<file path="src/rtl/audio_pkg.sv">
// Shared audio constants and the stereo frame type used by the i2s tx/rx and the sound path.
package audio_pkg;

  localparam int AUDIO_SAMPLE_W = 16;
  localparam int AUDIO_SLOT_W   = 32;

  typedef struct packed {
    logic [AUDIO_SAMPLE_W-1:0] left;
    logic [AUDIO_SAMPLE_W-1:0] right;
  } audio_frame_t;

endpackage

</file>
<file path="src/rtl/i2s_rx_if.sv">
// Record-side bus of the I2S receiver: live samples plus the show-ahead frame FIFO read port.
interface i2s_rx_if #(
  parameter int SAMPLE_W   = 16,
  parameter int FIFO_DEPTH = 8
);

  localparam int LVL_W = $clog2(FIFO_DEPTH) + 1;

  logic [SAMPLE_W-1:0] sample_l;
  logic [SAMPLE_W-1:0] sample_r;
  logic                sample_valid;
  logic                fifo_rd;
  logic [SAMPLE_W-1:0] fifo_l;
  logic [SAMPLE_W-1:0] fifo_r;
  logic                fifo_empty;
  logic                fifo_full;
  logic [LVL_W-1:0]    fifo_level;

  modport master (
    output sample_l, sample_r, sample_valid,
    output fifo_l, fifo_r, fifo_empty, fifo_full, fifo_level,
    input  fifo_rd
  );

  modport slave (
    input  sample_l, sample_r, sample_valid,
    input  fifo_l, fifo_r, fifo_empty, fifo_full, fifo_level,
    output fifo_rd
  );

endinterface

</file>
<file path="src/rtl/audio_frame_fifo.sv">
// Synchronous show-ahead FIFO of stereo frames; a pop in the same cycle as a push to a full FIFO frees the slot first.
module audio_frame_fifo
  import audio_pkg::*;
#(
  parameter int WIDTH = 2 * AUDIO_SAMPLE_W,
  parameter int DEPTH = 8
) (
  input  logic                     clk,
  input  logic                     reset,
  input  logic                     push,
  input  logic [WIDTH-1:0]         wr_data,
  input  logic                     pop,
  output logic [WIDTH-1:0]         rd_data,
  output logic                     empty,
  output logic                     full,
  output logic [$clog2(DEPTH):0]   level
);

  localparam int AW    = $clog2(DEPTH);
  localparam int LVL_W = AW + 1;

  logic [WIDTH-1:0] mem [DEPTH];
  logic [AW-1:0]    wr_ptr_reg;
  logic [AW-1:0]    rd_ptr_reg;
  logic [LVL_W-1:0] level_reg;
  logic             pop_ok;
  logic             push_ok;

  assign empty   = (level_reg == '0);
  assign full    = (level_reg == LVL_W'(DEPTH));
  assign level   = level_reg;
  assign pop_ok  = pop & ~empty;
  assign push_ok = push & (~full | pop_ok);
  // Head is read combinationally so the consumer sees data without a request cycle.
  assign rd_data = empty ? '0 : mem[rd_ptr_reg];

  always_ff @(posedge clk) begin
    if (reset) begin
      wr_ptr_reg <= '0;
      rd_ptr_reg <= '0;
      level_reg  <= '0;
    end else begin
      if (push_ok) wr_ptr_reg <= wr_ptr_reg + AW'(1);
      if (pop_ok)  rd_ptr_reg <= rd_ptr_reg + AW'(1);
      if (push_ok && !pop_ok)      level_reg <= level_reg + LVL_W'(1);
      else if (pop_ok && !push_ok) level_reg <= level_reg - LVL_W'(1);
    end
  end

  always_ff @(posedge clk) begin
    if (push_ok) mem[wr_ptr_reg] <= wr_data;
  end

endmodule

</file>
<file path="src/rtl/i2s_rx.sv">
// I2S receiver: captures stereo frames from ADC_DOUT on the shared BCK/LRCK and queues them for record.
// Define I2S_RX_OVF_CNT_EN to build the saturating dropped-frame counter behind ovf_count.
module i2s_rx
  import audio_pkg::*;
#(
  parameter int SAMPLE_W   = AUDIO_SAMPLE_W,
  parameter int SLOT_W     = AUDIO_SLOT_W,
  parameter int FIFO_DEPTH = 8
) (
  input  logic       clk,
  input  logic       reset,
  input  logic       en,
  input  logic       sclk,
  input  logic       lrclk,
  input  logic       sdata,
  i2s_rx_if.master   rec,
  output logic       overflow,
  input  logic       ovf_clr,
  output logic [7:0] ovf_count
);

  localparam int CNT_W = $clog2(SLOT_W + 1);
  localparam int LVL_W = $clog2(FIFO_DEPTH) + 1;

  logic                sclk_d_reg;
  logic                lr_prev_reg;
  logic                synced_reg;
  logic                left_ok_reg;
  logic [CNT_W-1:0]    cnt_reg;
  logic [SAMPLE_W-1:0] word_reg;
  logic [SAMPLE_W-1:0] word_next;
  logic [SAMPLE_W-1:0] left_hold_reg;
  logic [SAMPLE_W-1:0] sample_l_reg;
  logic [SAMPLE_W-1:0] sample_r_reg;
  logic                sample_valid_reg;
  logic                overflow_reg;

  logic                rise;
  logic                cap;
  logic                boundary;
  logic                commit_l;
  logic                commit_r;
  logic                push;
  logic                drop;
  logic                fifo_full;
  logic                fifo_empty;
  logic [2*SAMPLE_W-1:0] fifo_head;
  logic [LVL_W-1:0]    fifo_level;

  assign rise     = sclk & ~sclk_d_reg;
  assign cap      = rise & en;
  assign boundary = cap & (lrclk != lr_prev_reg);
  assign commit_l = boundary & synced_reg & ~lr_prev_reg;
  assign commit_r = boundary & synced_reg & lr_prev_reg;
  assign push     = commit_r & left_ok_reg;
  // With the FIFO full, a simultaneous pop makes room, so only a pop-less push is lost.
  assign drop     = push & fifo_full & ~rec.fifo_rd;

  // Bit cnt lands at position SAMPLE_W-1-cnt; counts past the kept width match nothing.
  for (genvar gi = 0; gi < SAMPLE_W; gi++) begin : g_bit
    assign word_next[gi] = (cnt_reg == CNT_W'(SAMPLE_W - 1 - gi)) ? sdata : word_reg[gi];
  end

  always_ff @(posedge clk) begin
    if (reset) begin
      sclk_d_reg       <= 1'b0;
      lr_prev_reg      <= 1'b0;
      synced_reg       <= 1'b0;
      left_ok_reg      <= 1'b0;
      cnt_reg          <= '0;
      word_reg         <= '0;
      left_hold_reg    <= '0;
      sample_l_reg     <= '0;
      sample_r_reg     <= '0;
      sample_valid_reg <= 1'b0;
      overflow_reg     <= 1'b0;
    end else begin
      sclk_d_reg       <= sclk;
      sample_valid_reg <= push;
      if (!en) begin
        synced_reg  <= 1'b0;
        left_ok_reg <= 1'b0;
        cnt_reg     <= '0;
        word_reg    <= '0;
      end else if (cap) begin
        lr_prev_reg <= lrclk;
        if (boundary) begin
          word_reg   <= '0;
          cnt_reg    <= '0;
          synced_reg <= 1'b1;
          if (commit_l) begin
            left_hold_reg <= word_next;
            left_ok_reg   <= 1'b1;
          end
          if (commit_r) begin
            left_ok_reg <= 1'b0;
            if (left_ok_reg) begin
              sample_l_reg <= left_hold_reg;
              sample_r_reg <= word_next;
            end
          end
        end else begin
          word_reg <= word_next;
          if (cnt_reg != CNT_W'(SLOT_W)) cnt_reg <= cnt_reg + CNT_W'(1);
        end
      end
      if (drop)         overflow_reg <= 1'b1;
      else if (ovf_clr) overflow_reg <= 1'b0;
    end
  end

  audio_frame_fifo #(
    .WIDTH (2 * SAMPLE_W),
    .DEPTH (FIFO_DEPTH)
  ) u_fifo (
    .clk     (clk),
    .reset   (reset),
    .push    (push),
    .wr_data ({left_hold_reg, word_next}),
    .pop     (rec.fifo_rd),
    .rd_data (fifo_head),
    .empty   (fifo_empty),
    .full    (fifo_full),
    .level   (fifo_level)
  );

  assign rec.sample_l     = sample_l_reg;
  assign rec.sample_r     = sample_r_reg;
  assign rec.sample_valid = sample_valid_reg;
  assign rec.fifo_l       = fifo_head[2*SAMPLE_W-1:SAMPLE_W];
  assign rec.fifo_r       = fifo_head[SAMPLE_W-1:0];
  assign rec.fifo_empty   = fifo_empty;
  assign rec.fifo_full    = fifo_full;
  assign rec.fifo_level   = fifo_level;
  assign overflow         = overflow_reg;

`ifdef I2S_RX_OVF_CNT_EN
  logic [7:0] ovf_cnt_reg;

  always_ff @(posedge clk) begin
    if (reset) begin
      ovf_cnt_reg <= 8'h00;
    end else if (ovf_clr) begin
      ovf_cnt_reg <= drop ? 8'h01 : 8'h00;
    end else if (drop && ovf_cnt_reg != 8'hFF) begin
      ovf_cnt_reg <= ovf_cnt_reg + 8'h01;
    end
  end

  assign ovf_count = ovf_cnt_reg;
`else
  assign ovf_count = 8'h00;
`endif

endmodule

</file>
<file path="src/flat_wrapper.sv">
// flat-port wrapper written by rule: the top's interface ports become plain ports
module i2s_rx_flat import audio_pkg::*;
#(
  parameter int SAMPLE_W   = AUDIO_SAMPLE_W,
  parameter int SLOT_W     = AUDIO_SLOT_W,
  parameter int FIFO_DEPTH = 8
)
  (clk, reset, en, sclk, lrclk, sdata, overflow, ovf_clr, ovf_count, rec_sample_l, rec_sample_r, rec_sample_valid, rec_fifo_l, rec_fifo_r, rec_fifo_empty, rec_fifo_full, rec_fifo_level, rec_fifo_rd);
  i2s_rx_if #(.SAMPLE_W(SAMPLE_W), .FIFO_DEPTH(FIFO_DEPTH)) rec_i ();
  input  logic clk;
  input  logic reset;
  input  logic en;
  input  logic sclk;
  input  logic lrclk;
  input  logic sdata;
  output logic overflow;
  input  logic ovf_clr;
  output logic [7:0] ovf_count;
  output wire logic [$bits(rec_i.sample_l)-1:0] rec_sample_l;
  output wire logic [$bits(rec_i.sample_r)-1:0] rec_sample_r;
  output wire logic [$bits(rec_i.sample_valid)-1:0] rec_sample_valid;
  output wire logic [$bits(rec_i.fifo_l)-1:0] rec_fifo_l;
  output wire logic [$bits(rec_i.fifo_r)-1:0] rec_fifo_r;
  output wire logic [$bits(rec_i.fifo_empty)-1:0] rec_fifo_empty;
  output wire logic [$bits(rec_i.fifo_full)-1:0] rec_fifo_full;
  output wire logic [$bits(rec_i.fifo_level)-1:0] rec_fifo_level;
  input wire logic [$bits(rec_i.fifo_rd)-1:0] rec_fifo_rd;
  assign rec_sample_l = rec_i.sample_l;
  assign rec_sample_r = rec_i.sample_r;
  assign rec_sample_valid = rec_i.sample_valid;
  assign rec_fifo_l = rec_i.fifo_l;
  assign rec_fifo_r = rec_i.fifo_r;
  assign rec_fifo_empty = rec_i.fifo_empty;
  assign rec_fifo_full = rec_i.fifo_full;
  assign rec_fifo_level = rec_i.fifo_level;
  assign rec_i.fifo_rd = rec_fifo_rd;
  i2s_rx #(.SAMPLE_W(SAMPLE_W), .SLOT_W(SLOT_W), .FIFO_DEPTH(FIFO_DEPTH)) u_core (.clk(clk), .reset(reset), .en(en), .sclk(sclk), .lrclk(lrclk), .sdata(sdata), .rec(rec_i), .overflow(overflow), .ovf_clr(ovf_clr), .ovf_count(ovf_count));
endmodule
</file>
<file path="config.mk">
export PLATFORM = sky130hd
export DESIGN_NAME = i2s_rx_flat
export DESIGN_NICKNAME = d
export VERILOG_FILES = /design/src/rtl/audio_pkg.sv /design/src/rtl/i2s_rx_if.sv /design/src/rtl/audio_frame_fifo.sv /design/src/rtl/i2s_rx.sv /design/src/flat_wrapper.sv
export SDC_FILE = /design/constraint.sdc
export NUM_CORES = 1
export LEC_CHECK = 0
export CAP_MARGIN = 20
export CORE_ASPECT_RATIO = 1.75
export CORE_MARGIN = 10
export CORE_UTILIZATION = 57
export CTS_CLUSTER_DIAMETER = 150
export DETAILED_ROUTE_END_ITERATION = 12
export DONT_BUFFER_PORTS = 1
export PLACE_DENSITY = 0.75
export SLEW_MARGIN = 20
export SYNTH_ARGS = -nofsm -noshare
export SYNTH_HDL_FRONTEND = slang
export SYNTH_SLANG_ARGS = --single-unit
</file>
<file path="constraint.sdc">
create_clock -name clk -period 3.6 [get_ports clk]
set_clock_uncertainty 0.15 [all_clocks]
set_input_delay 0.36 -clock clk [delete_from_list [all_inputs] [get_ports clk]]
set_output_delay 0.36 -clock clk [all_outputs]
set_load 0.005 [all_outputs]
</file>
After elaboration in Yosys (flattened, before gate mapping)
Memory sizes are Yosys's and may differ from the RTL's. A register that Yosys moved wholly into a read port is not among the register bits.
Cells that the tools add are included.
{ "word_totals": {"register_bits": 86, "ramBits": 256, "output_inout_bits": 80, "n_memories": 1, "elab_cells": 103} }
{ "memory_table": {"columns": ["name", "words", "width", "rd", "rd_ports_with_merged_regs", "wr", "line", "rtl"], "rows": [
  ["u_core.u_fifo.mem", 8, 32, 1, 1, 1, "audio_frame_fifo.sv:22", "logic [WIDTH-1:0] mem [DEPTH];"]
]} }
{ "op_classes": {"n_eq_ne": 18, "addsub": 5, "n_mux": 30, "n_reduce_logical": 17, "bitwise_logic": 18} }
{ "ops": {"columns": ["op", "n"], "rows": [
  ["equality test 6 x 4 -> 1 bit (second input constant)", 8],
  ["2-to-1 mux 32 bit", 1],
  ["equality test 6 x 3 -> 1 bit (second input constant)", 4],
  ["2-to-1 mux 1 bit", 22],
  ["2-to-1 mux 16 bit", 1],
  ["equality test 6 x 2 -> 1 bit (second input constant)", 2],
  ["2-to-1 mux 6 bit", 2],
  ["AND 1 bit", 11],
  ["2-to-1 mux 4 bit", 2],
  ["nonzero test 2 bit", 4],
  ["adder 3 x 1 -> 3 bit (second input constant)", 2],
  ["adder 6 x 1 -> 6 bit (second input constant)", 1],
  ["equality test 6 x 1 -> 1 bit (second input constant)", 1],
  ["zero test 6 bit", 1],
  ["2-to-1 mux 3 bit", 2],
  ["!= test 6 bit (second input constant)", 1],
  ["NOT 1 bit", 6],
  ["AND reduction 2 bit", 3],
  ["AND reduction 5 bit", 1],
  ["adder 4 x 1 -> 4 bit (second input constant)", 1],
  ["equality test 4 bit (second input constant)", 1],
  ["zero test 4 bit", 1],
  ["AND reduction 4 bit", 1],
  ["subtractor 4 x 1 -> 4 bit (second input constant)", 1],
  ["6 further kinds", 8]
]} }

Longest topological paths before layout
Gate-level depths: netlist of run 1.
{ "depth": {"word_depth": 12, "depth_mapped": 12, "mapped_depth_nobuf": 10} }

Hierarchy
Synthesis of run 1 repeated with hierarchy kept, for this count alone.
{ "unflattened": {"cells_unflattened": 853, "area_unflattened_um2": 13595.5} }
{ "by_module_without_submodules": {"columns": ["mod", "cells_per_inst", "area_per_inst_um2", "n_inst"], "rows": [
  ["audio_frame_fifo", 477, 10354.9, 1],
  ["i2s_rx", 376, 3240.6, 1]
]} }

Least setup slack after synthesis of run 1
OpenSTA, ideal clock, no wires.
{ "synth_timing": {"path_kind": "flip-flop to flip-flop", "startpoint": "reg u_core.sclk_d_reg", "endpoint": "mem u_core.u_fifo.mem[1][0] (netlist name) (enable)", "path_buffers": 0, "path_stages_with_launch": 5, "path_slack_ps": -221, "required_time_ps": 2989, "period_less_slack_ps": 3821, "arrival_time_ps": 3210, "path_cell_list": "dfxtp_1 -> nand4b_2 -> nor3_2 -> nand3_1 -> nor3_1"} }
{ "synth_between": {"elab_chain_cells": 10} }
{ "synth_lines": {"columns": ["element", "line", "rtl"], "rows": [
  ["from (decl)", "i2s_rx.sv:25", "logic sclk_d_reg;"],
  ["from (signal assigned)", "i2s_rx.sv:78", "sclk_d_reg <= sclk;"],
  ["NOT 1 bit", "i2s_rx.sv:50", "assign rise = sclk & ~sclk_d_reg;"],
  ["AND 1 bit", "i2s_rx.sv:50", null],
  ["AND 1 bit", "i2s_rx.sv:51", "assign cap = rise & en;"],
  ["AND 1 bit", "i2s_rx.sv:52", "assign boundary = cap & (lrclk != lr_prev_reg);"],
  ["AND 1 bit (2 in series)", "i2s_rx.sv:54", "assign commit_r = boundary & synced_reg & lr_prev_reg;"],
  ["AND 1 bit", "i2s_rx.sv:55", "assign push = commit_r & left_ok_reg;"],
  ["AND 1 bit", "audio_frame_fifo.sv:33", "assign push_ok = push & (~full | pop_ok);"],
  ["2-to-1 mux 1 bit", "audio_frame_fifo.sv:51", "if (push_ok) mem[wr_ptr_reg] <= wr_data;"],
  ["2-to-1 mux 1 bit (not written as such)", "audio_frame_fifo.sv:51", null],
  ["to (decl)", "audio_frame_fifo.sv:22", null]
]} }
No other way between the ends.

Worst setup path after layout of run 1
{ "layout_timing": {"startpoint": "reg u_core.u_fifo.level_reg[0] (netlist: u_core.u_fifo.level[0])", "endpoint": "reg u_core.u_fifo.level_reg[3] (netlist: u_core.u_fifo.level[3])"} }
{ "layout_between": {"elab_chain_cells": 8, "elab_cells_between_ends": 16, "cone_classes": "add/sub: 2; eq/ne: 1; mux: 2; bitwise: 5; reduce/logical: 6"} }
{ "layout_lines": {"columns": ["element", "line", "rtl"], "rows": [
  ["from (decl)", "audio_frame_fifo.sv:25", "logic [LVL_W-1:0] level_reg;"],
  ["from (signal assigned)", "audio_frame_fifo.sv:45", "if (push_ok && !pop_ok) level_reg <= level_reg + LVL_W'(1);"],
  ["from (signal assigned)", "audio_frame_fifo.sv:46", "else if (pop_ok && !push_ok) level_reg <= level_reg - LVL_W'(1);"],
  ["zero test 4 bit", "audio_frame_fifo.sv:29", "assign empty = (level_reg == '0);"],
  ["NOT 1 bit", "audio_frame_fifo.sv:32", "assign pop_ok = pop & ~empty;"],
  ["AND 1 bit", "audio_frame_fifo.sv:32", null],
  ["OR 1 bit *", "audio_frame_fifo.sv:33", null],
  ["AND 1 bit *", "audio_frame_fifo.sv:33", null],
  ["named net u_core.u_fifo.push_ok", "audio_frame_fifo.sv:27", "logic push_ok;"],
  ["zero test 1 bit", "audio_frame_fifo.sv:46", null],
  ["logical AND 1 bit", "audio_frame_fifo.sv:46", null],
  ["nonzero test 2 bit (no line)", null, null]
]} }
Mark *: on every way through the listed nets, which the timed path passes. The rest lies on a longest branch. The select of a mux whose other input is x is not followed.
A chain may end at the register's enable or synchronous reset.

==> impl_results.rst, run 1 <==
.. list-table::
   :header-rows: 1

   * - Metric
     - Value
   * - Drt wl/cell
     - 23.9 µm
   * - Worst slew slack as a fraction of its limit
     - 0.283
   * - Maximum resistive drop on vdd
     - 0.695 mV
   * - Hpwl dp
     - 17.6 mm
   * - Proportion of power drawn by the clock network
     - 0.350
   * - Number of stages on the worst hold path
     - 2
   * - CP endpoint kind
     - register
   * - Synth Area per Inst
     - 15.8 µm²
   * - Commonest register cell after synthesis
     - sky130_fd_sc_hd__edfxtp_1
   * - Flip-flop and latch count after synthesis
     - 345
   * - End point of the most critical hold path
     - u_core.rec.sample_r[13]
   * - Arrival time reported for the critical path endpoint
     - 3.42 ns
   * - Synth warnings
     - 0
   * - Post-layout minimum cycle time
     - 3.12 ns
   * - Count of flip-flops with a built-in enable after synthesis
     - 256
   * - DRT iter0 DRCs
     - 612
   * - Clk Latency, worst-skew pair
     - 0.55 ns
   * - Post-CTS Setup Repair Bufs
     - 0
   * - Utilization after layout
     - 0.640
   * - Pleak
     - 4.67 nW
   * - Switching portion of total power
     - 0.245
   * - Sequential cell fraction of total power
     - 0.499
   * - Setup-violating endpoint count in the final report
     - 0
   * - Register name with the most flops
     - u_core.u_fifo.mem
   * - Tcrit/Tclk final
     - 0.868
   * - Cells taking the most area after synthesis
     - sky130_fd_sc_hd__edfxtp_1 (57%), sky130_fd_sc_hd__dfxtp_1 (13%), sky130_fd_sc_hd__mux4_2 (11%)
   * - Sum of overflow across all layers after global routing
     - 0
   * - Wire length of the first global-routing pass
     - 44.0 mm
   * - Final design area excluding fillers
     - 14900 µm²
   * - Endpoint of the lowest-slack register-to-register path
     - u_core.u_fifo.level[3]
   * - Distinct cells, synth
     - 46
   * - Share of synthesized registers carrying an async set or reset
     - 0
   * - Number of global-route vias before repair
     - 7544
   * - Clock buffer count from CTS
     - 28
   * - Number of antenna violations at the first check in global routing
     - 0
   * - Floorplan die width
     - 136 µm
   * - Area grow syn2layout
     - 11.0%
   * - Number of antenna-violating nets in the routed design
     - 0
   * - First-pass iteration count of the detailed router
     - 7
   * - Leading cell type in the layout, fill and taps excluded
     - sky130_fd_sc_hd__edfxtp_1
   * - Total DRC errors in the routed layout
     - 0
   * - Placement-stage worst setup slack
     - 0.490 ns
   * - Crit Path Category
     - register to register
   * - Total of hold buffers inserted after clock tree synthesis
     - 9
   * - Comb power frac
     - 0.151
   * - PostCTS Resize Cnt
     - 0
   * - Cell area after synthesis
     - 13400 µm²
   * - Number of flip-flops in the largest register
     - 256
   * - Std cell rows
     - 74
   * - Number of max-cap violations
     - 0
   * - Number of buffers on the longest clock path
     - 3
   * - Total GRT Usage
     - 0.190
   * - NetSw
     - 0.00215 W
   * - Fin Setup TNS
     - 0 ns
   * - Highest-count cells in the layout ignoring fill and taps
     - sky130_fd_sc_hd__edfxtp_1 (256), sky130_fd_sc_hd__dfxtp_1 (86), sky130_fd_sc_hd__nor2_1 (82), sky130_fd_sc_hd__nand2_1 (74), sky130_fd_sc_hd__mux4_2 (64)
   * - Global placer's final weighted congestion
     - 0.858
   * - Net count, final
     - 881
   * - Internal power contribution
     - 0.00660 W
   * - IO Port Bufs
     - 0
   * - Maximum clock frequency
     - 320 MHz
   * - Maximum number of pins on one net before global-route repair
     - 66
   * - Die area
     - 30300 µm²
   * - # clock sinks
     - 345
   * - Initial core utilization
     - 0.577
   * - Type of element launching the critical path
     - register
   * - Actual slew at the worst max-slew pin
     - 1.07 ns
   * - Cell count of the worst reg-to-reg path
     - 10
   * - Post-synthesis cell type with the largest combined area
     - sky130_fd_sc_hd__edfxtp_1
   * - Status
     - finished clean
   * - Number of vias per cell after detailed routing
     - 6.02
   * - Largest driver fanout on the critical path
     - 6
   * - Req. time, crit path
     - 3.90 ns
   * - Flop2flop setup slack
     - 0.48 ns
   * - Min-delay worst type
     - primary input to register
   * - Final worst-path setup slack
     - 0.476 ns
   * - Register clock-pin slew on the reported worst setup and hold paths
     - 0.07 ns
   * - Startpoint of the most critical register-to-register path
     - u_core.u_fifo.level[0]
   * - Area share of the largest cell type after synthesis
     - 0.574
   * - Share of post-route cells with drive strength above 1
     - 0.175
   * - Max-slew violation count
     - 0
   * - Number of failing hold endpoints at the final stage
     - 0
   * - Number of antenna cells inserted
     - 0
   * - CTS tree
     - yes
   * - Part of the Yosys area used for sequential elements
     - 0.707
   * - Worst hold path startpoint
     - sdata
   * - PwrDens
     - 588 nW/µm²
   * - H-Tree Level Count
     - 1
   * - Final routed wirelength across all metal layers
     - 28.4 mm
   * - Core area
     - 23200 µm²
   * - Placed instance area
     - 13800 µm²
   * - Filler instances
     - 1607
   * - Die boundary height
     - 223 µm
   * - Total number of vias
     - 7152
   * - Total power
     - 0.00875 W
   * - Num ports
     - 88
   * - RSZ-0062 raised after global routing
     - no
   * - Synthesized instance count
     - 847
   * - Clock root buffer master
     - sky130_fd_sc_hd__clkbuf_16
worst max path at each step:
stage	start	end	slack (ns)	depth (start not counted)
after floorplan	u_core.sclk_d_reg	u_core.u_fifo.mem[4][0]	0.25	5
after global placement	u_core.u_fifo.level[0]	u_core.u_fifo.level[3]	0.62	10
after detailed placement	u_core.u_fifo.level[0]	u_core.u_fifo.level[3]	0.49	10
after CTS	u_core.u_fifo.level[0]	u_core.u_fifo.level[3]	0.47	10
after global routing	u_core.u_fifo.level[0]	u_core.u_fifo.level[3]	0.29	10
final	u_core.u_fifo.level[0]	u_core.u_fifo.level[3]	0.48	10
cells by family after synthesis:
kind of cell    share of synthesized area
xor+xnor                          0.00327
simple gates                       0.0670
fa+ha+maj                         0.00990
compound gates                     0.0431
flops                               0.707
buf+inv                            0.0241
other cells                      0.000280
mux                                 0.146
synthesized netlist by cell type, types with 4 or more instances:
library cell / instances
sky130_fd_sc_hd__clkbuf_1: 33
sky130_fd_sc_hd__nor3b_1: 4
sky130_fd_sc_hd__nor2b_1: 6
sky130_fd_sc_hd__mux2i_1: 50
sky130_fd_sc_hd__buf_4: 8
sky130_fd_sc_hd__mux4_2: 64
sky130_fd_sc_hd__o21ai_0: 24
sky130_fd_sc_hd__nand4b_1: 4
sky130_fd_sc_hd__buf_1: 5
sky130_fd_sc_hd__edfxtp_1: 256
sky130_fd_sc_hd__dfxtp_1: 89
sky130_fd_sc_hd__nand2_1: 74
sky130_fd_sc_hd__xor2_1: 4
sky130_fd_sc_hd__nor2_1: 89
sky130_fd_sc_hd__buf_2: 9
sky130_fd_sc_hd__ha_1: 9
sky130_fd_sc_hd__inv_1: 20
sky130_fd_sc_hd__a211oi_1: 33
sky130_fd_sc_hd__a21oi_1: 29
metal layers:
layer / part of all wire / vias up / GRT usage
met5: 0 / - / 0
met4: 0.038 / 0 / 0.0883
met3: 0.073 / 55 / 0.0350
met2: 0.52 / 273 / 0.328
met1: 0.36 / 3604 / 0.223
li1: - / 3220 / -
power groups by stage:
stage	sequential [W]	clock [W]	combinational (W)
2_1_floorplan	0.00437	0	0.00109
3_3_place_gp	0.00446	0	0.00130
3_5_place_dp	0.00447	0	0.00133
4_1_cts	0.00438	0.00311	0.00136
5_1_grt	0.00439	0.00325	0.00146
6_report	0.00437	0.00306	0.00132
worst max-delay path, cell delays in order (launching register included):
cell	delay (ns)
sky130_fd_sc_hd__dfxtp_1	0.41
sky130_fd_sc_hd__or4b_2	0.76
sky130_fd_sc_hd__nor2_1	0.17
sky130_fd_sc_hd__nor2_1	0.06
sky130_fd_sc_hd__ha_1	0.19
sky130_fd_sc_hd__inv_1	0.14
sky130_fd_sc_hd__ha_1	0.29
sky130_fd_sc_hd__a21oi_1	0.21
sky130_fd_sc_hd__a211oi_1	0.10
sky130_fd_sc_hd__a31oi_1	0.17
sky130_fd_sc_hd__mux2_2	0.36
through the flow:
step / cells / hold slack [ns]
2_1_floorplan: 854 / 0.275
3_3_place_gp: 1128 / 0.285
3_5_place_dp: 1128 / 0.288
4_1_cts: 1189 / 0.0205
5_1_grt: 1189 / 0.0487
6_report: 1189 / 0.0257
cell type report:
cell class	instances	area (µm²)	share of cell area
Tap cell	304	380	0.0256
Clock buffer	34	797	0.0536
Inverter	20	75.1	0.00504
Clock inverter	18	146	0.00984
Timing Repair Buffer	34	320	0.0215
Sequential cell	345	9480	0.637
Multi-Input combinational cell	434	3690	0.248
No activity file was read; power rests on OpenSTA's default activity.
==> run 2: changes to the inputs <==
Settings changed: CORE_UTILIZATION 57 to 55, PLACE_DENSITY 0.75 to 0.7.
Clock period 3.6 ns to 3.9 ns, I/O delays scaled along.
==> run 2 against run 1 <==
Effect of this change: critical path depth stayed put; sequential share of layout area increased by 0.85 points; setup slack gained 0.16 ns; clock power down 13%; critical endpoint unchanged; design area shrank 1.3%; routed wire length is 0.68% lower; non-clock buffer count fell by 10.
==> impl_results.rst, run 2 (same netlist as run 1, synthesis figures left out) <==
.. list-table::
   :header-rows: 1

   * - Metric
     - Value
   * - DRT iter0 DRCs
     - 581
   * - Number of antenna cells inserted
     - 0
   * - Drt wl/cell
     - 23.9 µm
   * - Clock buffer count from CTS
     - 27
   * - Number of antenna-violating nets in the routed design
     - 0
   * - Clk Latency, worst-skew pair
     - 0.54 ns
   * - Number of antenna violations at the first check in global routing
     - 0
   * - Area grow syn2layout
     - 9.58%
   * - Crit Path Category
     - register to register
   * - Maximum clock frequency
     - 306 MHz
   * - Initial core utilization
     - 0.558
   * - NetSw
     - 0.00194 W
   * - IO Port Bufs
     - 0
   * - Switching portion of total power
     - 0.246
   * - Number of failing hold endpoints at the final stage
     - 0
   * - H-Tree Level Count
     - 1
   * - Floorplan die width
     - 138 µm
   * - Number of flip-flops in the largest register
     - 256
   * - Final routed wirelength across all metal layers
     - 28.2 mm
   * - Highest-count cells in the layout ignoring fill and taps
     - sky130_fd_sc_hd__edfxtp_1 (256), sky130_fd_sc_hd__dfxtp_1 (86), sky130_fd_sc_hd__nor2_1 (82), sky130_fd_sc_hd__nand2_1 (74), sky130_fd_sc_hd__mux4_2 (64)
   * - Filler instances
     - 1783
   * - Number of max-cap violations
     - 0
   * - PwrDens
     - 539 nW/µm²
   * - Arrival time reported for the critical path endpoint
     - 3.55 ns
   * - Die area
     - 31300 µm²
   * - Maximum number of pins on one net before global-route repair
     - 66
   * - Pleak
     - 4.57 nW
   * - Num ports
     - 88
   * - Clock root buffer master
     - sky130_fd_sc_hd__clkbuf_16
   * - Die boundary height
     - 226 µm
   * - Largest driver fanout on the critical path
     - 6
   * - Max-slew violation count
     - 0
   * - Tcrit/Tclk final
     - 0.838
   * - Actual slew at the worst max-slew pin
     - 1.06 ns
   * - Maximum resistive drop on vdd
     - 0.512 mV
   * - Utilization after layout
     - 0.611
   * - Register name with the most flops
     - u_core.u_fifo.mem
   * - Wire length of the first global-routing pass
     - 43.3 mm
   * - Post-layout minimum cycle time
     - 3.27 ns
   * - Setup-violating endpoint count in the final report
     - 0
   * - # clock sinks
     - 345
   * - CTS tree
     - yes
   * - Register clock-pin slew on the reported worst setup and hold paths
     - 0.07 ns
   * - Sequential cell fraction of total power
     - 0.517
   * - Leading cell type in the layout, fill and taps excluded
     - sky130_fd_sc_hd__edfxtp_1
   * - Sum of overflow across all layers after global routing
     - 0
   * - Net count, final
     - 870
   * - First-pass iteration count of the detailed router
     - 5
   * - CP endpoint kind
     - register
   * - Number of global-route vias before repair
     - 7464
   * - Total GRT Usage
     - 0.177
   * - Worst slew slack as a fraction of its limit
     - 0.289
   * - Hold Slack
     - 0.00805 ns
   * - Global placer's final weighted congestion
     - 0.826
   * - Hpwl dp
     - 17.6 mm
   * - PostCTS Resize Cnt
     - 0
   * - RSZ-0062 raised after global routing
     - no
   * - Post-CTS Setup Repair Bufs
     - 0
   * - Total number of vias
     - 7042
   * - Comb power frac
     - 0.147
   * - Min-delay worst type
     - primary input to register
   * - Proportion of power drawn by the clock network
     - 0.337
   * - Core area
     - 24000 µm²
   * - Total DRC errors in the routed layout
     - 0
   * - Fin Setup TNS
     - 0 ns
   * - Share of post-route cells with drive strength above 1
     - 0.160
   * - Status
     - finished clean
   * - Number of vias per cell after detailed routing
     - 5.96
   * - Type of element launching the critical path
     - register
   * - Std cell rows
     - 75
   * - Internal power contribution
     - 0.00597 W
   * - Req. time, crit path
     - 4.18 ns
   * - Number of buffers on the longest clock path
     - 3
[run 2: changes by cell type in the layout (fill, tap and decap cells not counted), moves of 4 or more]
cell / before / now
sky130_fd_sc_hd__clkbuf_1: 2 / 7
sky130_fd_sc_hd__buf_4: 23 / 19
sky130_fd_sc_hd__clkbuf_16: 31 / 27
sky130_fd_sc_hd__dlygate4sd3_1: 8 / 4
[run 2: metrics by stage]
step	power, W	instance area (µm²)	setup WS [ns]	instances
6_report	0.00792	14700	0.632	1181
4_1_cts	0.00801	14700	0.634	1181
2_1_floorplan	0.00504	13400	0.0620	854
3_5_place_dp	0.00537	13800	0.659	1126
3_3_place_gp	0.00534	13800	0.794	1126
5_1_grt	0.00823	14700	0.441	1181
[run 2: power by group through the flow]
stage               combinational (W)  sequential [W]  clock (W)
floorplan                     0.00101         0.00403          0
CTS                           0.00121         0.00410    0.00270
finish                        0.00116         0.00409    0.00266
global placement              0.00116         0.00417          0
global route                  0.00128         0.00412    0.00283
detailed placement            0.00119         0.00418          0
[run 2: path summary, 6_finish.rpt]
check | from | to | slack (ns) | cells after the start
min reg2reg | u_core.word_reg[4] | u_core.word_reg[4] | 0.31 | 2
min | rec_fifo_rd | register | 0.008 | 3
max | u_core.u_fifo.level[0] | u_core.u_fifo.level[3] | 0.63 | 10
max reg2reg | u_core.u_fifo.level[0] | u_core.u_fifo.level[3] | 0.63 | 10
[run 2: layer usage]
layer  track usage  share of wire  vias to the layer above
li1              -              -                     3204
met1         0.200           0.38                     3577
met2         0.320           0.53                      213
met3        0.0312          0.055                       48
met4        0.0765          0.035                        0
met5             0              0                        -
[run 2: repair_timing]
| item | CTS | global route |
|---|---|---|
| hold endpoints to repair | 67 | 0 |
| hold buffers | 5 | 0 |
| setup endpoints to repair | 0 | 0 |
[run 2: worst max-delay path, stage by stage (launching register included)]
cell                       delay, ns
sky130_fd_sc_hd__dfxtp_1        0.42
sky130_fd_sc_hd__or4b_2         0.77
sky130_fd_sc_hd__nor2_1         0.28
sky130_fd_sc_hd__nor2_1         0.08
sky130_fd_sc_hd__ha_1           0.20
sky130_fd_sc_hd__inv_1          0.14
sky130_fd_sc_hd__ha_1           0.29
sky130_fd_sc_hd__a21oi_1        0.20
sky130_fd_sc_hd__a211oi_1       0.10
sky130_fd_sc_hd__a31oi_1        0.19
sky130_fd_sc_hd__mux2_2         0.36
[run 2: area by class of cell]
class                      instances  area (µm²)  area share
multi-input combinational        434        3680       0.251
sequential                       345        9480       0.645
timing repair buffer              24         210      0.0143
inverter                          20        75.1     0.00511
clock inverter                    16         153      0.0104
tap                              308         385      0.0262
clock buffer                      34         702      0.0478
